<file path="src/rtl/lsu_mem_if.sv">
// Data-bus bundle between the load/store unit (master) and the memory port (slave).
// Single outstanding request with request/grant, then a separate load response.
interface lsu_mem_if;
   logic        mem_req;
   logic        mem_we;
   logic [31:0] mem_addr;
   logic [3:0]  mem_wstrb;
   logic [31:0] mem_wdata;
   logic        mem_gnt;
   logic        mem_rvalid;
   logic [31:0] mem_rdata;

   modport master (
      output mem_req, mem_we, mem_addr, mem_wstrb, mem_wdata,
      input  mem_gnt, mem_rvalid, mem_rdata
   );

   modport slave (
      input  mem_req, mem_we, mem_addr, mem_wstrb, mem_wdata,
      output mem_gnt, mem_rvalid, mem_rdata
   );
endinterface

</file>
<file path="src/rtl/lsu_mem.sv">
// Load/store unit: one outstanding data-bus access, load extension, write-back pulse, stall.
// Optional macro LSU_MISALIGN_TRAP_EN traps misaligned halfword/word accesses with bus_err.
module lsu_mem #(
   parameter int          TIMEOUT_CYCLES = 16,
   parameter logic [31:0] RST_DATA       = 32'h0
) (
   input  logic              clk,
   input  logic              rst_n,
   input  logic              lsu_valid,
   input  logic [6:0]        oh,
   input  logic [31:0]       addr,
   input  logic [31:0]       st_data,
   input  logic [4:0]        rd_addr2lsu,
   lsu_mem_if.master         bus,
   output logic [4:0]        rd_addr,
   output logic [31:0]       rd_data,
   output logic              rd_wen2reg,
   output logic              hold2ctrl,
   output logic              bus_err
);

   localparam logic [6:0] OP_LB  = 7'd11;
   localparam logic [6:0] OP_LH  = 7'd12;
   localparam logic [6:0] OP_LW  = 7'd13;
   localparam logic [6:0] OP_LBU = 7'd14;
   localparam logic [6:0] OP_LHU = 7'd15;
   localparam logic [6:0] OP_SB  = 7'd16;
   localparam logic [6:0] OP_SH  = 7'd17;
   localparam logic [6:0] OP_SW  = 7'd18;
   localparam logic [7:0] TO_LIM = 8'(TIMEOUT_CYCLES - 1);

   typedef enum logic [1:0] {IDLE, REQ, RESP, DONE} state_t;

   state_t      state_q, state_d;
   logic [6:0]  op_q, op_d;
   logic [1:0]  off_q, off_d;
   logic [7:0]  cnt_q, cnt_d;
   logic        req_q, req_d;
   logic        we_q, we_d;
   logic [31:0] maddr_q, maddr_d;
   logic [3:0]  wstrb_q, wstrb_d;
   logic [31:0] wdata_q, wdata_d;
   logic [4:0]  rd_addr_q, rd_addr_d;
   logic [31:0] rd_data_q, rd_data_d;
   logic        wen_q, wen_d;
   logic        err_q, err_d;
   logic        accept, misal;

   function automatic logic is_store(input logic [6:0] op);
      return (op == OP_SB) || (op == OP_SH) || (op == OP_SW);
   endfunction

   function automatic logic [3:0] store_strb(input logic [6:0] op, input logic [1:0] off);
      case (op)
         OP_SB:   return 4'b0001 << off;
         OP_SH:   return 4'b0011 << {off[1], 1'b0};
         OP_SW:   return 4'b1111;
         default: return 4'b0000;
      endcase
   endfunction

   function automatic logic [31:0] store_data(input logic [6:0] op, input logic [31:0] d);
      case (op)
         OP_SB:   return {4{d[7:0]}};
         OP_SH:   return {2{d[15:0]}};
         OP_SW:   return d;
         default: return RST_DATA;
      endcase
   endfunction

   function automatic logic [31:0] load_extract(input logic [6:0] op, input logic [1:0] off,
                                                input logic [31:0] w);
      logic [7:0]  b;
      logic [15:0] h;
      b = w[{off, 3'b000} +: 8];
      h = off[1] ? w[31:16] : w[15:0];
      case (op)
         OP_LB:   return {{24{b[7]}}, b};
         OP_LBU:  return {24'h0, b};
         OP_LH:   return {{16{h[15]}}, h};
         OP_LHU:  return {16'h0, h};
         default: return w;
      endcase
   endfunction

`ifdef LSU_MISALIGN_TRAP_EN
   function automatic logic misaligned(input logic [6:0] op, input logic [1:0] off);
      case (op)
         OP_LH, OP_LHU, OP_SH: return off[0];
         OP_LW, OP_SW:         return off != 2'b00;
         default:              return 1'b0;
      endcase
   endfunction
`endif

   assign accept = lsu_valid && (oh >= OP_LB) && (oh <= OP_SW);
`ifdef LSU_MISALIGN_TRAP_EN
   assign misal = misaligned(oh, addr[1:0]);
`else
   assign misal = 1'b0;
`endif

   always_comb begin
      state_d   = state_q;
      op_d      = op_q;
      off_d     = off_q;
      cnt_d     = cnt_q;
      req_d     = req_q;
      we_d      = we_q;
      maddr_d   = maddr_q;
      wstrb_d   = wstrb_q;
      wdata_d   = wdata_q;
      rd_addr_d = rd_addr_q;
      rd_data_d = rd_data_q;
      wen_d     = 1'b0;
      err_d     = 1'b0;
      hold2ctrl = 1'b0;
      case (state_q)
         IDLE: begin
            if (accept) begin
               hold2ctrl = 1'b1;
               op_d      = oh;
               off_d     = addr[1:0];
               rd_addr_d = rd_addr2lsu;
               cnt_d     = 8'd0;
               if (misal) begin
                  // Trap without touching the bus: no request, no write.
                  state_d = DONE;
                  err_d   = 1'b1;
               end else begin
                  state_d = REQ;
                  req_d   = 1'b1;
                  we_d    = is_store(oh);
                  maddr_d = {addr[31:2], 2'b00};
                  wstrb_d = store_strb(oh, addr[1:0]);
                  wdata_d = store_data(oh, st_data);
               end
            end
         end
         REQ: begin
            hold2ctrl = 1'b1;
            if (bus.mem_gnt) begin
               req_d   = 1'b0;
               cnt_d   = 8'd0;
               state_d = is_store(op_q) ? DONE : RESP;
            end else if (cnt_q == TO_LIM) begin
               req_d   = 1'b0;
               err_d   = 1'b1;
               cnt_d   = 8'd0;
               state_d = IDLE;
            end else begin
               cnt_d = cnt_q + 8'd1;
            end
         end
         RESP: begin
            hold2ctrl = 1'b1;
            if (bus.mem_rvalid) begin
               rd_data_d = load_extract(op_q, off_q, bus.mem_rdata);
               wen_d     = (rd_addr_q != 5'd0);
               state_d   = DONE;
            end else if (cnt_q == TO_LIM) begin
               err_d   = 1'b1;
               cnt_d   = 8'd0;
               state_d = IDLE;
            end else begin
               cnt_d = cnt_q + 8'd1;
            end
         end
         default: state_d = IDLE;
      endcase
   end

   always_ff @(posedge clk or negedge rst_n) begin
      if (!rst_n) begin
         state_q   <= IDLE;
         op_q      <= 7'd0;
         off_q     <= 2'd0;
         cnt_q     <= 8'd0;
         req_q     <= 1'b0;
         we_q      <= 1'b0;
         maddr_q   <= 32'h0;
         wstrb_q   <= 4'h0;
         wdata_q   <= RST_DATA;
         rd_addr_q <= 5'd0;
         rd_data_q <= RST_DATA;
         wen_q     <= 1'b0;
         err_q     <= 1'b0;
      end else begin
         state_q   <= state_d;
         op_q      <= op_d;
         off_q     <= off_d;
         cnt_q     <= cnt_d;
         req_q     <= req_d;
         we_q      <= we_d;
         maddr_q   <= maddr_d;
         wstrb_q   <= wstrb_d;
         wdata_q   <= wdata_d;
         rd_addr_q <= rd_addr_d;
         rd_data_q <= rd_data_d;
         wen_q     <= wen_d;
         err_q     <= err_d;
      end
   end

   assign bus.mem_req   = req_q;
   assign bus.mem_we    = we_q;
   assign bus.mem_addr  = maddr_q;
   assign bus.mem_wstrb = wstrb_q;
   assign bus.mem_wdata = wdata_q;
   assign rd_addr       = rd_addr_q;
   assign rd_data       = rd_data_q;
   assign rd_wen2reg    = wen_q;
   assign bus_err       = err_q;

endmodule
</file>
<file path="src/flat_wrapper.sv">
// flat-port wrapper written by rule: the top's interface ports become plain ports
module lsu_mem_flat 
#(
   parameter int          TIMEOUT_CYCLES = 16,
   parameter logic [31:0] RST_DATA       = 32'h0
)
  (clk, rst_n, lsu_valid, oh, addr, st_data, rd_addr2lsu, rd_addr, rd_data, rd_wen2reg, hold2ctrl, bus_err, bus_mem_req, bus_mem_we, bus_mem_addr, bus_mem_wstrb, bus_mem_wdata, bus_mem_gnt, bus_mem_rvalid, bus_mem_rdata);
  lsu_mem_if bus_i ();
  input  logic clk;
  input  logic rst_n;
  input  logic lsu_valid;
  input  logic [6:0] oh;
  input  logic [31:0] addr;
  input  logic [31:0] st_data;
  input  logic [4:0] rd_addr2lsu;
  output logic [4:0] rd_addr;
  output logic [31:0] rd_data;
  output logic rd_wen2reg;
  output logic hold2ctrl;
  output logic bus_err;
  output wire logic [$bits(bus_i.mem_req)-1:0] bus_mem_req;
  output wire logic [$bits(bus_i.mem_we)-1:0] bus_mem_we;
  output wire logic [$bits(bus_i.mem_addr)-1:0] bus_mem_addr;
  output wire logic [$bits(bus_i.mem_wstrb)-1:0] bus_mem_wstrb;
  output wire logic [$bits(bus_i.mem_wdata)-1:0] bus_mem_wdata;
  input wire logic [$bits(bus_i.mem_gnt)-1:0] bus_mem_gnt;
  input wire logic [$bits(bus_i.mem_rvalid)-1:0] bus_mem_rvalid;
  input wire logic [$bits(bus_i.mem_rdata)-1:0] bus_mem_rdata;
  assign bus_mem_req = bus_i.mem_req;
  assign bus_mem_we = bus_i.mem_we;
  assign bus_mem_addr = bus_i.mem_addr;
  assign bus_mem_wstrb = bus_i.mem_wstrb;
  assign bus_mem_wdata = bus_i.mem_wdata;
  assign bus_i.mem_gnt = bus_mem_gnt;
  assign bus_i.mem_rvalid = bus_mem_rvalid;
  assign bus_i.mem_rdata = bus_mem_rdata;
  lsu_mem #(.TIMEOUT_CYCLES(TIMEOUT_CYCLES), .RST_DATA(RST_DATA)) u_core (.clk(clk), .rst_n(rst_n), .lsu_valid(lsu_valid), .oh(oh), .addr(addr), .st_data(st_data), .rd_addr2lsu(rd_addr2lsu), .bus(bus_i), .rd_addr(rd_addr), .rd_data(rd_data), .rd_wen2reg(rd_wen2reg), .hold2ctrl(hold2ctrl), .bus_err(bus_err));
endmodule
</file>
<file path="config.mk">
export PLATFORM = sky130hd
export DESIGN_NAME = lsu_mem_flat
export DESIGN_NICKNAME = d
export VERILOG_FILES = /design/src/rtl/lsu_mem_if.sv /design/src/rtl/lsu_mem.sv /design/src/flat_wrapper.sv
export SDC_FILE = /design/constraint.sdc
export NUM_CORES = 1
export LEC_CHECK = 0
export ABC_AREA = 1
export CORE_MARGIN = 4
export CORE_UTILIZATION = 46
export DETAILED_ROUTE_END_ITERATION = 8
export HOLD_SLACK_MARGIN = 0.02
export PLACE_DENSITY = 0.93
export SETUP_SLACK_MARGIN = 0.02
export SLEW_MARGIN = 20
export SYNTH_ARGS = -nofsm -noshare
export SYNTH_HDL_FRONTEND = slang
export SYNTH_SLANG_ARGS = --single-unit
</file>
<file path="constraint.sdc">
create_clock -name clk -period 2.1 [get_ports clk]
set_input_delay 0.525 -clock clk [delete_from_list [all_inputs] [get_ports clk]]
set_output_delay 0.525 -clock clk [all_outputs]
set_load 0.005 [all_outputs]
</file>
==> results.md <==
Die:
- Pin placement for this block handled 223 I/O pins.
- The total area inside the core boundary comes to 14000 um2.
- The initial standard-cell utilization of the core is 47.5%.
- The number of placement rows is 43.
- The die covers 16400 um2.
- Measured along the y axis, the die boundary spans 128 um.
- Measured along the x axis, the die boundary spans 128 um.

Detailed routing:
- The number of detailed-route iterations in the first pass is 7.
- The routed length per placed instance is 16.1 um.
- The initial detailed-routing violation count is 606.
- In this run the remaining antenna-violating nets after routing total 0.
- The total via count after detailed routing is 7249.
- The total wire length after detailed routing is 22.4 mm.
- For this run, design rule violations remaining after detail routing come to 0.
- After detailed routing, the number of vias per cell comes to 5.22.

Worst setup path:
- The largest single stage delay on the critical path is 120 ps.
- Together, buffers and inverters on the worst path number 3.
- Across all register-to-register paths, the minimum setup slack is 210 ps.
- STA classifies the critical path endpoint as an output pin.
- The startpoint type of the worst setup path is a primary input.
- The maximum fanout encountered on the critical timing path is 3.
- The critical path ends at hold2ctrl.
- The critical path crosses 10 cells after its start point.
- The depth of the most critical reg-to-reg path is 8.
- The family of cells with the greatest summed delay on the critical path is simple AND/OR/NAND/NOR gates.
- The required time reported for the critical path endpoint is 1570 ps.
- Traced cell by cell, the critical path runs through buf_2, inv_1, nand2_4, nor2_4, nand2_2, nand2_2, nand2_4, nor2_4, o21a_1, buf_2.
- The slowest stage of the critical path is the buf_2 cell.
- The critical path is of the in2out type.
- In this run the critical register-to-register path is launched from u_core.state_q[0]$_DFFE_PN0P_.
- In this run the critical register-to-register path is captured at u_core.bus.mem_addr[29]$_DFFE_PN0P_.
- Data arrives at the worst endpoint at 1530 ps.
- The most critical setup path has its startpoint at oh[5].

Min path:
- The class of the worst hold path is in2async.

STA:
- The worst path in the final design needs a cycle of 2050 ps, including I/O delays and setup.
- The final sum of negative setup slack is 0 ps.
- The worst setup margin is 49.8 ps.
- The ratio of final minimum period to clock period is 97.6%.
- The count of final hold-check violations came to 0.
- Based on the critical path, the design can be clocked at up to 488 MHz.
- Measured against its own limit, the worst slew margin works out to 53.6%.
- The number of max-slew violations in the final report is 0.
- The transition at the pin with the smallest max-transition slack is 696 ps.
- The setup clock skew after layout is 4.83 ps.
- The number of setup violations in the final report is 0.

CTS:
- The number of sinks on the clock net is 126.
- CTS built an H-tree with a depth of 4.
- The clock reaches the later pin of the worst-skew pair after 420 ps.
- Clock tree synthesis inserted a total of 17 buffers.
- The clock tree root driver cell is clkbuf_16.
- The worst-case clock buffer depth is 2.
- TritonCTS built the clock tree.
- Clock-pin slew was measured on the worst setup and hold paths at 60 ps.

Yosys:
- After synthesis, the netlist uses 28 different library cells.
- After synthesis the netlist holds a flip-flop and latch count of 126.
- The netlist area before placement is 6640 um2.
- After synthesis, flip-flops and latches occupy 47.5% of the total area.
- The cell count after synthesis is 940.
- During synthesis, Yosys emitted a total of 0 warnings.
- Each instance of the synthesized netlist takes up on average 7.06 um2.

Outcome:
- The flow ran to the end, and the final reports show no timing, DRC or antenna violations.

Power:
- For this design the ratio of total power to cell area is 1170 nW/um2.
- Across the VDD grid, the largest voltage drop is 0.691 mV.
- The analysis attributes to cell leakage a power of 0.00516 uW.
- The overall power after layout is 11800 uW.

Job:
- The number of maximum-capacitance violations is 0.

Placed design:
- Before CTS, the worst setup slack after placement is -710 ps.
- Port buffering added 220 buffers.
- The placer congestion estimate is 0.963.
- The post-placement cell area is 9270 um2.
- The estimated wirelength of the detail-placed design is 15.5 mm.

Finish:
- The sequential cell area in the final layout is 3150 um2.
- The number of antenna diodes is 0.
- The area taken by multi-input logic gates is 3060 um2.
- The library cells used most frequently in the layout, excluding fill and tap cells, are nand2_1, clkdlybuf4s50_1, dfrtp_1.
- In the final layout, the share of cells above drive strength 1 is 10.6%.
- The synthesis-to-layout area growth is 51.3%.
- Fill cells in the final layout number 1031.
- The most common cell after layout, fill and taps aside is nand2_1.
- The number of nets at the end of the flow is 1315.
- Once layout is done, the placed cells without fillers occupy 10000 um2.

GRT:
- The first global-routing pass estimated 34.6 mm of wire.
- The number of global-route vias before repair is 7116.
- The global-route usage over all layers is 26.6%.
- The largest net degree at the start of global routing is 127.
- The number of antenna violations at the first check in global routing is 0.
- Global routing finished with a remaining overflow of 0.
==> area by class of cell <==
type,count,area share (%)
clock buffers,18,4.27
clock inverters,14,2.28
inverters,76,2.84
multi-input cells,696,30.4
flip-flops and latches,126,31.4
well taps,180,2.24
repair buffers,280,26.5
==> per-stage QoR <==
stage	util [%]	hold WS [ps]	instances
after floorplan	-	229	941
after global placement	66.2	453	1347
after detailed placement	66.2	458	1347
after CTS	71.5	235	1389
after global routing	71.8	248	1390
final	71.8	157	1390
==> what timing repair did <==
action                     CTS  global route
buffers inserted            10             1
pin swaps                   13            13
gates resized for setup     34            23
setup endpoints to repair   82            82
hold buffers                 0             0
cloned                       0             0
==> synthesized netlist by cell type <==
library cell | count | area share, %
or2_2 | 2 | 0.19
inv_2 | 3 | 0.17
a211oi_1 | 1 | 0.11
inv_1 | 72 | 4.1
dfrtp_1 | 126 | 47
o21a_1 | 2 | 0.23
a21oi_1 | 14 | 1.1
clkbuf_1 | 19 | 1.1
conb_1 | 1 | 0.056
nor2_2 | 1 | 0.094
nor2_1 | 51 | 2.9
o21ai_1 | 15 | 1.1
nand2_2 | 4 | 0.38
buf_2 | 16 | 1.2
nor2_4 | 2 | 0.34
o41ai_1 | 1 | 0.13
ha_1 | 5 | 0.94
nand3_1 | 57 | 4.3
clkinv_1 | 1 | 0.056
nand2_1 | 440 | 25
nand4_1 | 12 | 1.1
buf_4 | 4 | 0.45
a21boi_1 | 1 | 0.11
xor2_1 | 2 | 0.26
buf_6 | 4 | 0.68
o21ai_0 | 72 | 5.4
nand3b_1 | 7 | 0.79
nor3_1 | 5 | 0.38
==> per-layer routing <==
metal  vias up  part of all wire, %  global-route usage, %
li1       3456                    -                      -
met1      3338                   38                   31.0
met2       379                   49                   45.8
met3        76                  9.7                   8.96
met4         0                  3.5                   9.55
met5         -                    0                      0
==> registers in the layout, indices dropped and copies added (netlist names) <==
name	count
u_core.rd_addr	5
u_core.bus.mem_addr	30
u_core.bus.mem_wstrb	4
u_core.rd_wen2reg	1
u_core.bus.mem_we	1
u_core.op_q	7
u_core.bus_err	1
u_core.rd_data	32
u_core.cnt_q	8
u_core.off_q	2
u_core.bus.mem_req	1
u_core.bus.mem_wdata	32
u_core.state_q	2
==> worst reg2reg max path, stage by stage (launching register included) <==
cell and delay [ps]:
dfrtp_1 370, inv_1 140, ha_4 170, inv_2 50
nor2_4 110, buf_6 320, buf_4 420, nand2_1 120
nand2_1 120
==> worst min path at each step <==
stage | to | slack, ps | depth (start not counted) | start
3_5_place_dp | u_core.bus.mem_addr[9]$_DFFE_PN0P_ | 460 | 2 | u_core.bus.mem_addr[9]$_DFFE_PN0P_
3_3_place_gp | u_core.bus.mem_addr[10]$_DFFE_PN0P_ | 450 | 2 | u_core.bus.mem_addr[10]$_DFFE_PN0P_
4_1_cts | u_core.bus.mem_wdata[4]$_DFFE_PN0P_ | 240 | 2 | rst_n
5_1_grt | u_core.bus.mem_wdata[20]$_DFFE_PN0P_ | 250 | 2 | rst_n
6_report | u_core.bus.mem_wdata[20]$_DFFE_PN0P_ | 160 | 2 | rst_n
2_1_floorplan | u_core.bus.mem_addr[10]$_DFFE_PN0P_ | 230 | 0 | rst_n
==> where the power goes <==
part	internal, uW	total [uW]	leakage (uW)	switching (uW)
Combinational	2430	4710	0.00321	2290
Sequential	3250	3760	0.00164	507
Clock	2140	3320	0.000314	1180
==> cells by family after synthesis <==
logic type      Yosys count  synth area share [%]
xor+xnor                  2                 0.264
fa+ha+maj                 5                 0.942
buf+inv                 119                  7.71
flops                   126                  47.5
compound gates          106                  8.20
simple gates            581                  35.3
other cells               1                0.0565
Power figures use the tool's default switching activity.
